===== src/rtl/uart_tx_arbiter.sv =====
// Round-robin, packet-locked arbiter sharing one UART TX byte path among N requesters.
// Define UART_ARB_HDR_EN to emit a {HDR_TAG, owner} header byte before each granted packet.
module uart_tx_arbiter #(
  parameter int         N       = 4,
  parameter int         TIMEOUT = 1024,
  parameter int         GW      = 8,
  parameter logic [3:0] HDR_TAG = 4'hA
) (
  input  logic            clk_i,
  input  logic            rst_i,
  input  logic [N-1:0]    req_valid_i,
  input  logic [N*8-1:0]  req_data_i,
  input  logic [N-1:0]    req_last_i,
  output logic [N-1:0]    req_ready_o,
  output logic            tx_valid_o,
  output logic [7:0]      tx_data_o,
  input  logic            tx_ready_i,
  input  logic [GW-1:0]   gap_i,
  output logic [N-1:0]    grant_o,
  output logic            busy_o,
  output logic            timeout_o
);

  localparam int IW = (N > 2) ? $clog2(N) : 1;
  localparam int WW = (TIMEOUT > 2) ? $clog2(TIMEOUT) : 1;
  localparam logic [WW-1:0] WD_LAST  = WW'((TIMEOUT > 0) ? TIMEOUT - 1 : 0);
  localparam logic [IW-1:0] PTR_INIT = IW'(N - 1);

  typedef enum logic [1:0] {
    S_IDLE = 2'd0,
    S_SEND = 2'd1,
`ifdef UART_ARB_HDR_EN
    S_GAP  = 2'd2,
    S_HDR  = 2'd3
`else
    S_GAP  = 2'd2
`endif
  } state_e;

  state_e          state_q, state_d;
  logic [IW-1:0]   owner_q, owner_d;
  logic [IW-1:0]   last_q, last_d;
  logic [N-1:0]    grant_q, grant_d;
  logic [WW-1:0]   wd_q, wd_d;
  logic [GW-1:0]   gap_q, gap_d;
  logic            timeout_q, timeout_d;

  logic            pick_any;
  logic [IW-1:0]   pick_idx;
  logic [IW-1:0]   cand;
  logic            owner_valid;
  logic            owner_last;
  logic [7:0]      owner_data;
  logic            wd_fire;

  // Search starts just after the previous owner, so it gets lowest priority.
  always_comb begin
    pick_any = 1'b0;
    pick_idx = '0;
    cand     = '0;
    for (int i = 1; i <= N; i++) begin
      cand = IW'((int'(last_q) + i) % N);
      if (!pick_any && req_valid_i[cand]) begin
        pick_any = 1'b1;
        pick_idx = cand;
      end
    end
  end

  assign owner_valid = req_valid_i[owner_q];
  assign owner_last  = req_last_i[owner_q];
  assign owner_data  = req_data_i[{owner_q, 3'b000} +: 8];

  // Only fires with valid low, so a same-cycle last byte always takes precedence.
  assign wd_fire = (TIMEOUT != 0) && !owner_valid && (wd_q == WD_LAST);

  always_ff @(posedge clk_i or posedge rst_i) begin
    if (rst_i) begin
      state_q   <= S_IDLE;
      owner_q   <= '0;
      last_q    <= PTR_INIT;
      grant_q   <= '0;
      wd_q      <= '0;
      gap_q     <= '0;
      timeout_q <= 1'b0;
    end else begin
      state_q   <= state_d;
      owner_q   <= owner_d;
      last_q    <= last_d;
      grant_q   <= grant_d;
      wd_q      <= wd_d;
      gap_q     <= gap_d;
      timeout_q <= timeout_d;
    end
  end

  always_comb begin
    state_d    = state_q;
    owner_d    = owner_q;
    last_d     = last_q;
    grant_d    = grant_q;
    wd_d       = wd_q;
    gap_d      = gap_q;
    timeout_d  = 1'b0;
    tx_valid_o = 1'b0;
    tx_data_o  = 8'h00;

    case (state_q)
      S_IDLE: begin
        if (pick_any) begin
          owner_d           = pick_idx;
          grant_d           = '0;
          grant_d[pick_idx] = 1'b1;
          wd_d              = '0;
`ifdef UART_ARB_HDR_EN
          state_d           = S_HDR;
`else
          state_d           = S_SEND;
`endif
        end
      end

`ifdef UART_ARB_HDR_EN
      S_HDR: begin
        tx_valid_o = 1'b1;
        tx_data_o  = {HDR_TAG, 4'(owner_q)};
        if (tx_ready_i) begin
          wd_d    = '0;
          state_d = S_SEND;
        end
      end
`endif

      S_SEND: begin
        tx_valid_o = owner_valid;
        if (owner_valid) begin
          tx_data_o = owner_data;
        end

        if (owner_valid) begin
          wd_d = '0;
        end else if (TIMEOUT != 0) begin
          wd_d = wd_q + WW'(1);
        end

        if ((owner_valid && tx_ready_i && owner_last) || wd_fire) begin
          timeout_d = wd_fire;
          last_d    = owner_q;
          grant_d   = '0;
          if (gap_i != '0) begin
            gap_d   = gap_i;
            state_d = S_GAP;
          end else begin
            state_d = S_IDLE;
          end
        end
      end

      S_GAP: begin
        gap_d = gap_q - GW'(1);
        if (gap_q == GW'(1)) begin
          state_d = S_IDLE;
        end
      end

      default: state_d = S_IDLE;
    endcase
  end

  genvar gi;
  generate
    for (gi = 0; gi < N; gi++) begin : g_ready
      assign req_ready_o[gi] = (state_q == S_SEND) && grant_q[gi] && tx_ready_i;
    end
  endgenerate

`ifndef UART_ARB_HDR_EN
  logic unused_hdr_tag;
  assign unused_hdr_tag = ^HDR_TAG;
`endif

  assign grant_o   = grant_q;
  assign busy_o    = (state_q != S_IDLE);
  assign timeout_o = timeout_q;

endmodule


===== config.mk =====
export PLATFORM = sky130hd
export DESIGN_NAME = uart_tx_arbiter
export DESIGN_NICKNAME = d
export VERILOG_FILES = /design/src/rtl/uart_tx_arbiter.sv
export SDC_FILE = /design/constraint.sdc
export NUM_CORES = 1
export LEC_CHECK = 0
export CORE_UTILIZATION = 40
export DETAILED_ROUTE_END_ITERATION = 10
export DONT_BUFFER_PORTS = 1
export GPL_ROUTABILITY_DRIVEN = 0
export PLACE_DENSITY_LB_ADDON = 0.12
export SLEW_MARGIN = 25
export SYNTH_ARGS = -nofsm -noshare
export SYNTH_HDL_FRONTEND = slang
export SYNTH_SLANG_ARGS = --single-unit

===== constraint.sdc =====
create_clock -name clk_i -period 2.1 [get_ports clk_i]
set_clock_uncertainty 0.2 [all_clocks]
set_input_delay 0.21 -clock clk_i [delete_from_list [all_inputs] [get_ports clk_i]]
set_output_delay 0.21 -clock clk_i [all_outputs]
set_load 0.01 [all_outputs]

==> run_results.csv, run 1 <==
group,metric,value,unit
outcome,status,"finished, violations left",
outcome,violations,"setup timing",
sta,rsz0062_at_grt,"true",
drt,drc,0,
clocking,clock_path_buffers,2,
setup_path,startpoint_type,"flip-flop",
sta,slew_headroom,0.6466,
die,fp.coreArea,4755,um^2
die,num_io_pins,70,
sta,setup_viol,12,
cells_and_area,diodes,0,
sta,fin_crit,2.143,ns
drt,routed-via-count,1789,
setup_path,timing.rr.end,"gap_q[1]",
hold_path,worstHoldStart,"gap_i[4]",
synthesis,synth-edff-count,0,
clocking,insertion_delay,0.28,ns
drt,drt_iter0_markers,98,
power_and_ir_drop,power,0.003356,W
drt,finalWirelength,5585,um
synthesis,synth_cell_types,43,
global_route,grt_max_degree,30,
setup_path,r2r-start,"owner_q[0]",
sta,holdWs,0.007765,ns
synthesis,synth-seq-cells,29,
setup_path,worstPathRequired,2.07,ns
global_route,grt_pass1_vias,1735,
clocking,cts_tree,"yes",
die,start_util,0.4166,
cells_and_area,nets,283,
setup_path,reg2reg_depth,5,
setup_path,worstSetupPathType,"flip-flop to flip-flop",
sta,layout_setup_ws,-0.04276,ns
die,rows,25,
drt,wire_per_inst,18.80,um
setup_path,crit_arrival,2.11,ns
die,fp.dieH,72.37,um
global_route,grt_usage,0.2129,
synthesis,ys_seq_area_frac,0.3677,
global_route,antenna_found_initial,0,
clocking,clk_pin_slew,0.07,ns
synthesis,syn-num-nets,263,
drt,antenna_left,0,
synthesis,syn_area_per_cell,9.477,um^2
setup_path,end_kind,"flip-flop",
global_route,grt_pass1_wl,8342,um
die,die_area,5237,um^2
cells_and_area,syn2layout_area_growth,23.12,%
sta,period_share,1.020,
clocking,h-tree-depth,2,
drt,firstDrtPassIters,4,
global_route,overflow,0,
hold_path,min_path_type,"primary input to flip-flop",
clocking,cts_made_buffers,5,
placement,io_buffers,0,
drt,vias_per_cell,6.024,
power_and_ir_drop,p_leak,1.052,nW
hold_path,hold-path-endpoint,"gap_q[4]",
synthesis,yosysTopAreaCell,"dfrtp_1",
sta,drv_slew,0,
die,die_w,72.37,um
sta,worst_pin_slew,0.5235,ns
synthesis,synthArstFlopShare,1.000,
synthesis,synthTopCellsByArea,"dfrtp_1 34%, mux4_2 10%, and3_1 6.3%",
synthesis,ys.flop_type,"dfrtp_1",
placement,hpwl,4078,um
job,maxCapViolations,0,
power_and_ir_drop,p_per_area,1376,nW/um^2
synthesis,syn_area,1981,um^2
sta,fmax,0.4667,GHz
synthesis,synth_top_area_frac,0.3411,
hold_path,holdPathStages,2,
setup_path,reg2reg_slack,-0.04,ns
setup_path,cp_max_fo,8,
synthesis,synthCells,209,
sta,hold_viol_final,0,
cells_and_area,drive_gt1_frac,0.2739,
clocking,cts-root-buf,"clkbuf_8",
clocking,clkSinkCount,29,
power_and_ir_drop,peakVddDrop,473.4,uV
synthesis,yosysWarnings,0,
[cells in the mapped netlist, types with 2 or more instances]
cell	count
nor2_1	13
o21ai_0	14
nor4_1	12
nand2_1	16
or3_1	2
mux4_2	9
or4_1	4
a211oi_1	4
a21o_1	7
dfrtp_1	27
clkbuf_1	8
nor3_1	4
and4_1	2
inv_1	6
xnor2_1	2
o32ai_1	4
nand2b_1	6
nor3b_1	3
a21oi_1	5
mux2_2	2
a221oi_1	2
and3_1	20
a22o_1	2
ha_1	3
buf_2	3
nand3_1	2
and2_1	2
a31oi_1	3
or2_2	2
nor2b_1	4
dfstp_2	2
mux2i_1	3
[cell type report]
type	count	area [um^2]
timing repair buffer	24	203.9
tap	67	83.83
fill	425	2316
clock inverter	1	5.005
clock buffer	7	96.34
multi-input combinational	163	1299
inverter	6	22.52
sequential	29	728.2
[state kept, by name (all words and copies together), names as in the netlist]
signal and cells:
state_q 2, owner_q 2, gap_q 8, grant_o 4
wd_q 10, last_q 2, timeout_o 1
[power by group]
part           switching (W)  total [W]  internal (W)
sequential          0.000194   0.000941      0.000748
clock               0.000214   0.000510      0.000296
combinational       0.000985    0.00191      0.000920
total                0.00139    0.00336       0.00196
[worst max-delay path, stage by stage (launching register included)]
cell	delay [ns]
dfrtp_1	0.37
mux4_2	0.59
a31oi_2	0.31
buf_4	0.22
nor4_1	0.06
a311o_1	0.28
[routing by layer]
layer | track usage | up-vias | routed length [um]
li1 | - | 851 | -
met1 | 0.2474 | 835 | 2188
met2 | 0.3676 | 87 | 2794
met3 | 0.05556 | 16 | 444
met4 | 0.09586 | 0 | 158
met5 | 0 | - | 0
[through the flow]
stage | setup WS [ns] | util | setup TNS (ns) | cells | instance area, um^2
2_1_floorplan | -0.07899 | - | -0.1721 | 209 | 2007
5_1_grt | -0.08124 | 0.5129 | -0.9842 | 297 | 2439
4_1_cts | -0.02529 | 0.5032 | -0.04987 | 296 | 2392
3_5_place_dp | -0.1708 | 0.4550 | -1.045 | 282 | 2163
3_3_place_gp | -0.09212 | 0.4550 | -0.2730 | 282 | 2163
6_report | -0.04276 | 0.5129 | -0.1607 | 297 | 2439
[cell usage in the layout, fill, tap and decap left out, drive strengths merged, types with 5 or more instances in the layout]
cell and instances:
a21o 7, nor2 13, nor3 5, mux4 9, clkbuf 7, nor4 12
nand2 16, a21oi 5, and3 20, o21ai 15, inv 6, dfrtp 27
nand2b 6, buf 21
[worst max path at each step]
stage / cells past startpoint / endpoint / from / slack, ns
CTS: 4 / gap_q[1] / owner_q[0] / -0.03
global route: 5 / gap_q[2] / owner_q[0] / -0.08
global placement: 4 / gap_q[1] / owner_q[0] / -0.09
finish: 5 / gap_q[1] / owner_q[0] / -0.04
floorplan: 5 / gap_q[1] / owner_q[0] / -0.08
detailed placement: 4 / gap_q[3] / owner_q[0] / -0.17
[logic make-up after synthesis]
group / synth area share
compound gates: 0.1731
xor+xnor: 0.008846
fa+ha+maj: 0.01895
buf+inv: 0.03411
flops: 0.3677
mux: 0.1289
simple gates: 0.2685
[what timing repair did]
item | in CTS | in global routing
cloned | 0 | 1
pin swaps | 3 | 1
endpoints found under the hold margin | 29 | 0
resized for setup | 16 | 8
setup endpoints to repair | 17 | 26
buffers inserted | 3 | 1
hold buffers | 3 | 0
No activity file was read; power rests on OpenSTA's default activity.
==> inputs of run 2 (changes only) <==
--- a/config.mk
+++ b/config.mk
@@ -6,6 +6,7 @@
 export NUM_CORES = 1
 export LEC_CHECK = 0
 export CORE_UTILIZATION = 40
+export CTS_BUF_LIST = sky130_fd_sc_hd__clkbuf_16
 export DETAILED_ROUTE_END_ITERATION = 10
 export DONT_BUFFER_PORTS = 1
 export GPL_ROUTABILITY_DRIVEN = 0
==> constraint.sdc (replaced) <==
create_clock -name clk_i -period 2.1 [get_ports clk_i]
set_clock_uncertainty 0.2 [all_clocks]
set_input_delay 0.315 -clock clk_i [delete_from_list [all_inputs] [get_ports clk_i]]
set_output_delay 0.315 -clock clk_i [all_outputs]
set_load 0.01 [all_outputs]
==> run 2 against run 1 <==
Against the previous run: the run still ends with setup timing left; critical path depth decreased by 1; hold slack better by 0.084 ns; core utilization shrank 0.92 points; critical endpoint unchanged; wire length fell by 5.6%; via count shrank 1.8%; sequential share of layout area is 0.55 points higher; maximum frequency up 0.34%; sequential cell count did not move.
==> run_results.csv, run 2 (synthesis gave the netlist of run 1 again) <==
group,metric,value,unit
setup_path,cp_max_fo,8,
setup_path,end_kind,"flip-flop",
outcome,violations,"setup timing",
global_route,grt_max_degree,30,
setup_path,worstSetupPathType,"flip-flop to flip-flop",
global_route,grt_pass1_vias,1780,
clocking,cts_tree,"yes",
sta,drv_slew,0,
sta,fin_tns_setup,-0.1309,ns
hold_path,min_path_type,"primary input to flip-flop",
setup_path,crit_arrival,2.09,ns
power_and_ir_drop,combPwrFrac,0.530,
setup_path,reg2reg_depth,4,
placement,hpwl,3996,um
die,num_io_pins,70,
sta,fin_crit,2.135,ns
cells_and_area,regMostFlops,"wd_q",
job,maxCapViolations,0,
sta,slew_headroom,0.5437,
drt,vias_per_cell,6.055,
global_route,antenna_found_initial,0,
clocking,cts-root-buf,"clkbuf_16",
setup_path,crit_path_top_delay_cell,"mux4_2",
setup_path,worstPathRequired,2.06,ns
cells_and_area,nets,277,
clocking,insertion_delay,0.27,ns
power_and_ir_drop,p_per_area,1411,nW/um^2
die,die_w,72.37,um
placement,placed_area,2163,um^2
die,fp.dieH,72.37,um
cells_and_area,mostFrequentLayoutCell,"dfrtp_1",
sta,holdWs,0.09145,ns
outcome,status,"finished, violations left",
cells_and_area,fillers,444,
setup_path,cpLargestDelayFamily,"multiplexers",
global_route,grt_pass1_wl,8335,um
clocking,clkSinkCount,29,
placement,dp_cells,282,
sta,setup_viol,6,
cells_and_area,drive_gt1_frac,0.2466,
setup_path,worstSetupStartpoint,"owner_q[0]",
global_route,overflow,0,
die,rows,25,
cells_and_area,final_cell_mix,"27 x dfrtp_1, 16 x nand2_1, 14 x o21ai_0, 14 x buf_4",
sta,worst_pin_slew,0.6758,ns
clocking,postCtsSetupRepairBufs,0,
die,die_area,5237,um^2
clocking,clk_pin_slew,0.05,ns
sta,fmax,0.4683,GHz
power_and_ir_drop,peakVddDrop,588.4,uV
clocking,clock_path_buffers,2,
setup_path,reg2reg_slack,-0.04,ns
setup_path,timing.rr.end,"gap_q[1]",
cells_and_area,syn2layout_area_growth,20.91,%
sta,hold_viol_final,0,
cells_and_area,final_cells,290,
setup_path,startpoint_type,"flip-flop",
setup_path,crit_buf_inv,0,
sta,rsz0062_at_grt,"true",
power_and_ir_drop,power.internal,0.002026,W
die,start_util,0.4166,
placement,io_buffers,0,
setup_path,crit_chain,"mux4_2 -> o221a_4 -> or3_4 -> a311o_1",
hold_path,worstHoldStart,"gap_i[0]",
setup_path,endpoint,"gap_q[1]",
cells_and_area,largest_reg_flops,10,
power_and_ir_drop,p_leak,1.037,nW
cells_and_area,multi_input_area,1279,um^2
drt,antenna_left,0,
die,fp.coreArea,4755,um^2
drt,drc,0,
clocking,h-tree-depth,2,
sta,layout_setup_ws,-0.03546,ns
drt,wire_per_inst,18.18,um
drt,drt_iter0_markers,79,
setup_path,r2r-start,"owner_q[0]",
cells_and_area,fin_area,2395,um^2
power_and_ir_drop,p_seq_frac,0.279,
clocking,cts_made_buffers,5,
drt,firstDrtPassIters,4,
power_and_ir_drop,p_sw_frac,0.4002,
setup_path,cpPeakStageDelay,0.59,ns
cells_and_area,seqCellArea,728.2,um^2
power_and_ir_drop,clock_power_share,0.191,
drt,routed-via-count,1756,
setup_path,worst-path-stages,4,
global_route,grt_usage,0.2126,
power_and_ir_drop,switchingPower,0.001352,W
drt,finalWirelength,5272,um
cells_and_area,diodes,0,
sta,period_share,1.017,
[run 2: cell type report]
type                    instances  area share
flip-flops and latches         29      0.3041
inverters                       6    0.009404
clock inverters                 2    0.003135
clock buffers                   5     0.05225
well taps                      67     0.03501
repair buffers                 18     0.06217
multi-input cells             163      0.5340
[run 2: repair_timing]
| item | in CTS | in global routing |
|---|---|---|
| pin swaps | 1 | 2 |
| setup endpoints to repair | 18 | 25 |
| resized for setup | 14 | 5 |
| hold buffers | 1 | 0 |
| hold endpoints to repair | 27 | 0 |
[run 2: worst min path at each step]
stage          cells past startpoint  slack (ns)       end
3_3_place_gp                       2        0.10  gap_q[3]
4_1_cts                            2        0.09  gap_q[0]
2_1_floorplan                      1        0.19  gap_q[0]
5_1_grt                            2        0.08  gap_q[0]
3_5_place_dp                       2        0.11  gap_q[3]
6_report                           2        0.09  gap_q[0]
[run 2: metrics by stage]
step | power [W] | setup slack, ns | util
after floorplan | 0.002139 | -0.07899 | -
after global placement | 0.002495 | -0.08503 | 0.4550
after detailed placement | 0.002573 | -0.1534 | 0.4550
after CTS | 0.003360 | -0.02636 | 0.4989
after global routing | 0.003638 | -0.09847 | 0.5037
final | 0.003379 | -0.03546 | 0.5037
[run 2: power groups by stage]
stage	clock network, W	registers (W)	logic, W
detailed placement	0	0.000942	0.00163
CTS	0.000673	0.000937	0.00175
floorplan	0	0.000904	0.00124
global placement	0	0.000932	0.00156
global route	0.000698	0.000976	0.00196
finish	0.000645	0.000943	0.00179
[run 2: routing by layer]
| metal | GRT usage | routed length (um) | up-vias |
|---|---|---|---|
| li1 | - | - | 827 |
| met1 | 0.2436 | 2142 | 839 |
| met2 | 0.3614 | 2585 | 73 |
| met3 | 0.06250 | 358 | 17 |
| met4 | 0.1046 | 187 | 0 |
| met5 | 0 | 0 | - |
